<file path="src/rtl/dmem_arbiter.sv">
// dmem_arbiter: shares the single DataMem port between the CPU MEM stage and an AUX master, CPU first.
// Latency: grant and port mux are combinational; read data comes back on mem_q one cycle after issue.
// Backpressure: AUX holds aux_req until aux_gnt; with DMEM_ARB_STARVE_EN a forced AUX slot raises cpu_stall.
module dmem_arbiter #(
   parameter int AW           = 16,
   parameter int DW           = 16,
   parameter int STARVE_LIMIT = 8
) (
   input  logic          clk,
   input  logic          rst,
   input  logic          cpu_en,
   input  logic          cpu_we,
   input  logic [AW-1:0] cpu_addr,
   input  logic [DW-1:0] cpu_wdata,
   output logic          cpu_stall,
   output logic [DW-1:0] cpu_rdata,
   input  logic          aux_req,
   input  logic          aux_we,
   input  logic [AW-1:0] aux_addr,
   input  logic [DW-1:0] aux_wdata,
   output logic          aux_gnt,
   output logic          aux_rvalid,
   output logic [DW-1:0] aux_rdata,
   output logic [AW-1:0] mem_addr,
   output logic [DW-1:0] mem_data,
   output logic          mem_wren,
   input  logic [DW-1:0] mem_q
);

   logic aux_win;
   logic rd_aux;

   if (STARVE_LIMIT < 1 || STARVE_LIMIT > 255) begin : g_limit_check
      $error("dmem_arbiter: STARVE_LIMIT must be within 1..255");
   end

`ifdef DMEM_ARB_STARVE_EN
   logic [7:0] wait_cnt;
   logic       force_aux;

   // Counts consecutive denied AUX cycles; a grant or a dropped request restarts it.
   always_ff @(posedge clk or negedge rst) begin
      if (!rst) begin
         wait_cnt <= '0;
      end else if (!aux_req || aux_gnt) begin
         wait_cnt <= '0;
      end else if (wait_cnt != 8'(STARVE_LIMIT)) begin
         wait_cnt <= wait_cnt + 8'd1;
      end
   end

   assign force_aux = aux_req && (wait_cnt == 8'(STARVE_LIMIT));
   assign aux_win   = force_aux || (!cpu_en && aux_req);
   assign cpu_stall = rst && cpu_en && aux_win;
`else
   assign aux_win   = !cpu_en && aux_req;
   assign cpu_stall = 1'b0;
`endif

   always_comb begin
      mem_addr = cpu_addr;
      mem_data = cpu_wdata;
      if (aux_win) begin
         mem_addr = aux_addr;
         mem_data = aux_wdata;
      end
   end

   // Gated by rst so nothing reaches the memory while reset is held.
   assign mem_wren = rst && (aux_win ? aux_we : (cpu_en && cpu_we));
   assign aux_gnt  = rst && aux_win;

   always_ff @(posedge clk or negedge rst) begin
      if (!rst) begin
         rd_aux <= 1'b0;
      end else begin
         rd_aux <= aux_gnt && !aux_we;
      end
   end

   assign aux_rvalid = rd_aux;
   assign aux_rdata  = mem_q;
   assign cpu_rdata  = mem_q;

endmodule

</file>
<file path="config.mk">
export PLATFORM = sky130hd
export DESIGN_NAME = dmem_arbiter
export DESIGN_NICKNAME = d
export VERILOG_FILES = /design/src/rtl/dmem_arbiter.sv
export SDC_FILE = /design/constraint.sdc
export NUM_CORES = 1
export LEC_CHECK = 0
export BUFFER_PORTS_ARGS = -buffer_cell sky130_fd_sc_hd__buf_2
export CORE_ASPECT_RATIO = 1.1
export CORE_MARGIN = 3
export CORE_UTILIZATION = 26
export DETAILED_ROUTE_END_ITERATION = 16
export GPL_TIMING_DRIVEN = 0
export PLACE_DENSITY = 0.82
export SYNTH_ARGS = -nofsm -noshare
export SYNTH_HDL_FRONTEND = slang
export SYNTH_SLANG_ARGS = --single-unit
</file>
<file path="constraint.sdc">
create_clock -name clk -period 1.1 [get_ports clk]
set_input_delay 0.11 -clock clk [delete_from_list [all_inputs] [get_ports clk]]
set_output_delay 0.11 -clock clk [all_outputs]
set_load 0.05 [all_outputs]
</file>
======== Yosys cells after proc, flatten, opt, wreduce, memory -nomap -nowiden ========
Cells that the tools add are included.
word-level totals
  memory bits (writable) .................. 0
  latch bits .............................. 0
  ROM bits ................................ 0
  bits in registers ....................... 1
  bits of input ports ..................... 86
  memories ................................ 0
cells by class
  magnitude comparators ................... 0
  reductions and logical operators ........ 7
  muxes and demuxes ....................... 3
  equal/unequal tests ..................... 0
  shifts and indexed selects .............. 0
  multiply operators ...................... 0
  add/sub/neg operators ................... 0
  bitwise logic cells ..................... 0
  div/mod/pow operators ................... 0
operators with widths
  kind                number
  16-bit two-way mux  2
  1-bit logical AND   5
  1-bit logical NOT   2
  1-bit two-way mux   1

======== Logic depth before layout (Yosys ltp) ========
Gate-level depths: netlist (run 1).
  depth in word-level cells ............... 4
  gate-level depth with buffers ........... 4
  mapped depth without buffers ............ 2

======== Worst setup path before layout (run 1) ========
No wires, ideal clock.
  path type ............................... input-to-output
  start point ............................. in cpu_en
  end point ............................... out mem_wren
  path buffers ............................ 2
  path slack .............................. -620 ps
  data arrival time ....................... 1610 ps
  data required time ...................... 990 ps
  stages on the path ...................... 4
  cells stage by stage .................... nand2b_4 -> buf_6 -> buf_6 -> o21ai_0
between the ends
  word-level cells in the longest chain between the ends .. 4
  elaborated cells on any way between the ends .. 5
RTL lines
  what                 line  source
  start, declared      11    input logic cpu_en,
  1-bit logical NOT    56    assign aux_win = !cpu_en && aux_req;
  1-bit logical AND    56
  1-bit two-way mux *  70    assign mem_wren = rst && (aux_win ? aux_we : (cpu_en && cpu_we));
  1-bit logical AND *  70
  end, declared        26    output logic mem_wren,
Every way passes the cells marked *; elsewhere a longest branch is shown, timed or not.

======== Final worst setup path (run 1) ========
  start point ............................. in cpu_en
  end point ............................... out mem_data[6]
between the ends
  word-level cells in the longest chain between the ends .. 3
RTL lines
  what                line  source
  1-bit logical NOT   56
  1-bit logical AND   56
  16-bit two-way mux  63    if (aux_win) begin
  end, declared       25    output logic [DW-1:0] mem_data,
No other way between the ends.

==> results of run 1 <==
final timing paths:
path                       startpoint              endpoint  cells past startpoint
setup / recovery               cpu_en           mem_data[6]                      5
hold / removal                 aux_we  aux_rvalid$_DFF_PN0_                      2
max in group asynchronous         rst  aux_rvalid$_DFF_PN0_                      2
min in group asynchronous         rst  aux_rvalid$_DFF_PN0_                      2
kinds of logic after synthesis:
group,share of synthesized area (%)
buf+inv,36.0
compound gates,0.607
simple gates,3.80
mux,56.1
flops,3.04
other cells,0.455
power by group:
part / switching, uW / leakage [uW] / internal (uW) / total (uW)
Combinational: 784 / 0.00111 / 545 / 1330
Sequential: 0.164 / 0.0000137 / 38.4 / 38.5
Clock: 0 / 0 / 0 / 0
Total: 785 / 0.00112 / 583 / 1370
area by class of cell:
class | count | area (sq um) | area share (%)
Inverter | 1 | 3.75 | 0.207
Buffer | 36 | 308 | 17.0
Multi-Input combinational cell | 40 | 517 | 28.5
Tap cell | 33 | 41.3 | 2.27
Timing Repair Buffer | 138 | 921 | 50.7
Sequential cell | 1 | 25.0 | 1.38
per-layer routing:
layer	up-vias	part of all wire (%)	wire length, um	track usage [%]
met4	0	0	0	0
met1	467	26	968	13.6
li1	506	-	-	-
met3	0	15	552	5.58
met2	92	59	2150	33.4
met5	-	0	0	0
cell usage after synthesis:
| master | number |
|---|---|
| buf_4 | 33 |
| conb_1 | 1 |
| nand2_1 | 1 |
| inv_1 | 1 |
| nor2_1 | 1 |
| nand2b_4 | 1 |
| dfrtp_1 | 1 |
| mux2_4 | 27 |
| mux2_2 | 5 |
| nor3_1 | 1 |
| nand3_1 | 1 |
| buf_6 | 4 |
| o21ai_0 | 1 |
stage by stage:
stage          std cells  total power (uW)  hold slack [ns]  TNS (ns)
6_report             249              1370            0.287     -1.21
5_1_grt              249              1420            0.310     -1.85
4_1_cts              247              1350            0.289     -1.61
3_5_place_dp         247              1210          -0.0876     -4.92
3_3_place_gp         247              1200          -0.0909     -4.79
2_1_floorplan         78               929           -0.186         0
timing repair:
action / CTS / global route
setup endpoints to repair: 33 / 27
setup buffers: 0 / 0
cloned: 0 / 2
hold buffers: 1 / 0
gates resized for setup: 69 / 2
hold endpoints to repair: 1 / 0
==> flow_metrics.tcl, run 1 <==
set metrics [dict create \
    status "complete, but fails checks" \
    violations "negative setup slack" \
    post-route-util_pct 62.5 \
    dp_worst_setup_slack_ns -0.192 \
    gr-usage-all-layers_pct 15.5 \
    syn_nets 164 \
    start_kind "primary input" \
    start_util_pct 28.4 \
    antenna_found_initial 0 \
    crit_buf_inv 3 \
    maxCapViolCount 0 \
    rows 20 \
    routedWlPerCell_um 14.7 \
    drv_slew 0 \
    hold_path.class "in2reg" \
    worstPathRequired_ns 0.99 \
    ios 154 \
    largest_register_ffs 1 \
    synthesis.instances 78 \
    setup_viol 27 \
    drcViolationCount 0 \
    grt_pass1_vias 1046 \
    synth.distinct_cells 13 \
    synth_seq_area_share_pct 3.04 \
    antenna_left 0 \
    layout_common_cells "buf_2 (102), buf_4 (38), mux2_4 (27)" \
    routed_wl_um 3670 \
    dp_hpwl_um 3000 \
    cp.arrival_ns 1.05 \
    area.growth.synth_to_final_pct 121 \
    grt_overflow 0 \
    synth_top_cell_by_area "mux2_4" \
    gp_congestion 0.745 \
    synthTopCellsByArea "mux2_4 (49%), buf_4 (30%), mux2_2 (6.8%)" \
    cp_cell_sequence "buf_8 -> nand2b_4 -> clkbuf_16 -> mux2_4 -> buf_6" \
    first_pass_iters 4 \
    fillers 236 \
    core_region_area_sq_mm 0.00290 \
    slowest_stage "mux2_4" \
    yosysTopAreaCellShare_pct 49.2 \
    pwr_density_cell_mw_per_mm2 754 \
    drive_gt1_share_pct 96.8 \
    hold_viol_final 0 \
    yosys_register_bits 1 \
    ir_worst_vdd_mv 0.547 \
    critPathMaxFanout 5 \
    dieArea_sq_mm 0.00388 \
    max_freq_ghz 0.860 \
    rsz0062_at_grt "true" \
    avgSynthCellArea_sq_um 10.6 \
    io_buffers 136 \
    post_dp_cell_area_sq_mm 0.00155 \
    grt_start_max_net_pins 11 \
    crit_family "buffers and inverters" \
    end_kind "primary output" \
    critical-path-max-stage-delay_ns 0.30 \
    drt-initial-drc-count 15 \
    grt_pass1_wl_um 4700 \
    via_per_inst 4.28 \
    power.leakage_uw 0.00112 \
    final_common_cell "buf_2" \
    period_share_pct 106 \
    layout.nets 304 \
    clk_pin_slew_worst_paths_ns 0 \
    fin_crit_ns 1.16 \
    vias 1065 \
    synth-warning-count 0 \
    fin_ws_ns -0.0624 \
    syn_area_sq_um 823 \
    criticalPathCategory "in2out" \
    finalInstanceArea_sq_mm 0.00182 \
    antennaDiodeCount 0 \
    die_w_um 59.7 \
    die_y_um 65.0 \
]
Note: power is estimated with default switching activity, not from simulation.
==> run 2, diff against run 1 <==
--- a/config.mk
+++ b/config.mk
@@ -10,7 +10,7 @@
 export CORE_MARGIN = 3
 export CORE_UTILIZATION = 26
 export DETAILED_ROUTE_END_ITERATION = 16
-export GPL_TIMING_DRIVEN = 0
+export GPL_TIMING_DRIVEN = 1
 export PLACE_DENSITY = 0.82
 export SYNTH_ARGS = -nofsm -noshare
 export SYNTH_HDL_FRONTEND = slang
==> flow_metrics.tcl, run 2 (same netlist as run 1, synthesis figures left out) <==
set metrics [dict create \
    gp_congestion 0.816 \
    crit_buf_inv 3 \
    grt_start_max_net_pins 19 \
    antennaDiodeCount 0 \
    area.growth.synth_to_final_pct 81.2 \
    cp.arrival_ns 1.03 \
    antenna_found_initial 0 \
    fin_crit_ns 1.14 \
    dieArea_sq_mm 0.00388 \
    rows 20 \
    drt-initial-drc-count 24 \
    critPathMaxFanout 5 \
    pwr-share-seq_pct 3.7 \
    crit_family "buffers and inverters" \
    pwr-share-clk_pct 0 \
    largest_register_ffs 1 \
    vias 861 \
    dp_hpwl_um 2500 \
    cp-endpoint "mem_addr[2]" \
    first_pass_iters 4 \
    final_common_cell "buf_2" \
    hold_viol_final 0 \
    switching_power_uw 543 \
    intPower_uw 503 \
    die_y_um 65.0 \
    dr_wl_met2_um 1740 \
    start_util_pct 28.4 \
    core_region_area_sq_mm 0.00290 \
    grt_pass1_wl_um 4020 \
    layout.nets 244 \
    path_depth 5 \
    end_kind "primary output" \
    grt_pass1_vias 917 \
    power.leakage_uw 0.000888 \
    power_frac_comb_pct 96.3 \
    cp-startpoint "cpu_en" \
    wl_met1_um 914 \
    criticalPathCategory "in2out" \
    gr-usage-all-layers_pct 13.4 \
    max_freq_ghz 0.877 \
    setup_viol 22 \
    hold_path.class "in2out" \
    period_share_pct 104 \
    routed_wl_um 3300 \
    slowest_stage "mux2_4" \
    dr.max_layer_used "met4" \
    drive_gt1_share_pct 95.5 \
    via_per_inst 4.56 \
    antenna_left 0 \
    rsz0062_at_grt "true" \
    place_inst 184 \
    ios 154 \
    start_kind "primary input" \
    grt_overflow 0 \
    fin_ws_ns -0.0407 \
    violations "negative setup slack" \
    critical-path-max-stage-delay_ns 0.30 \
    maxCapViolCount 0 \
    ir_worst_vdd_mv 0.419 \
    die_w_um 59.7 \
    cp_cell_sequence "buf_8 -> nand2b_4 -> clkbuf_16 -> mux2_4 -> buf_6" \
    wl_met3_um 572 \
    routedWlPerCell_um 17.5 \
    drcViolationCount 0 \
    status "complete, but fails checks" \
    worstPathRequired_ns 0.99 \
    io_buffers 104 \
    layoutNonFillerInstCount 189 \
    drv_slew 0 \
    totalPowerFinal_uw 1050 \
    layout_common_cells "buf_2 (71), mux2_4 (31), buf_6 (29)" \
    swShare_pct 51.9 \
    pwr_density_cell_mw_per_mm2 702 \
]
[run 2: worst min-delay path by stage]
stage | startpoint | to | cells past startpoint
finish | mem_q[8] | aux_rdata[8] | 0
global route | mem_q[1] | aux_rdata[1] | 0
CTS | mem_q[8] | aux_rdata[8] | 0
detailed placement | rst | aux_rvalid$_DFF_PN0_ | 1
global placement | rst | aux_rvalid$_DFF_PN0_ | 1
floorplan | rst | aux_rvalid$_DFF_PN0_ | 0
[run 2: metrics by stage]
step | setup WS (ns) | util, % | TNS (ns) | hold WS [ns] | area (sq um)
6_report | -0.0407 | 51.4 | -0.512 | 0.220 | 1490
5_1_grt | -0.0542 | 51.4 | -0.965 | 0.220 | 1490
4_1_cts | -0.0828 | 47.5 | -0.889 | 0.220 | 1380
3_5_place_dp | -0.117 | 39.8 | -2.88 | -0.0838 | 1160
3_3_place_gp | -0.0968 | 39.8 | -2.34 | -0.0880 | 1160
2_1_floorplan | 0.0185 | - | 0 | -0.186 | 830
[run 2: power groups by stage]
stage	combinational [uW]	sequential, uW	clock [uW]
floorplan	887	42.1	0
global placement	797	38.6	0
detailed placement	803	38.6	0
CTS	943	38.6	0
global route	1050	38.7	0
finish	1010	38.6	0
[run 2: layout make-up]
cell class,count,area (sq um)
fill,245,1410
inverter,1,3.75
multi-input combinational,40,537
sequential,1,25.0
tap,33,41.3
timing repair buffer,114,885
[run 2: per-layer routing]
metal  up-vias  GRT usage (%)
met3         9           5.18
li1        388              -
met1       363           10.9
met4         0           3.05
met5         -              0
met2       101           28.0
[run 2: what timing repair did]
action,4_1_cts,5_1_grt
hold endpoints to repair,1,0
setup buffers,1,0
setup endpoints to repair,31,32
gates resized for setup,64,19
hold buffers,1,0
gates cloned,0,3
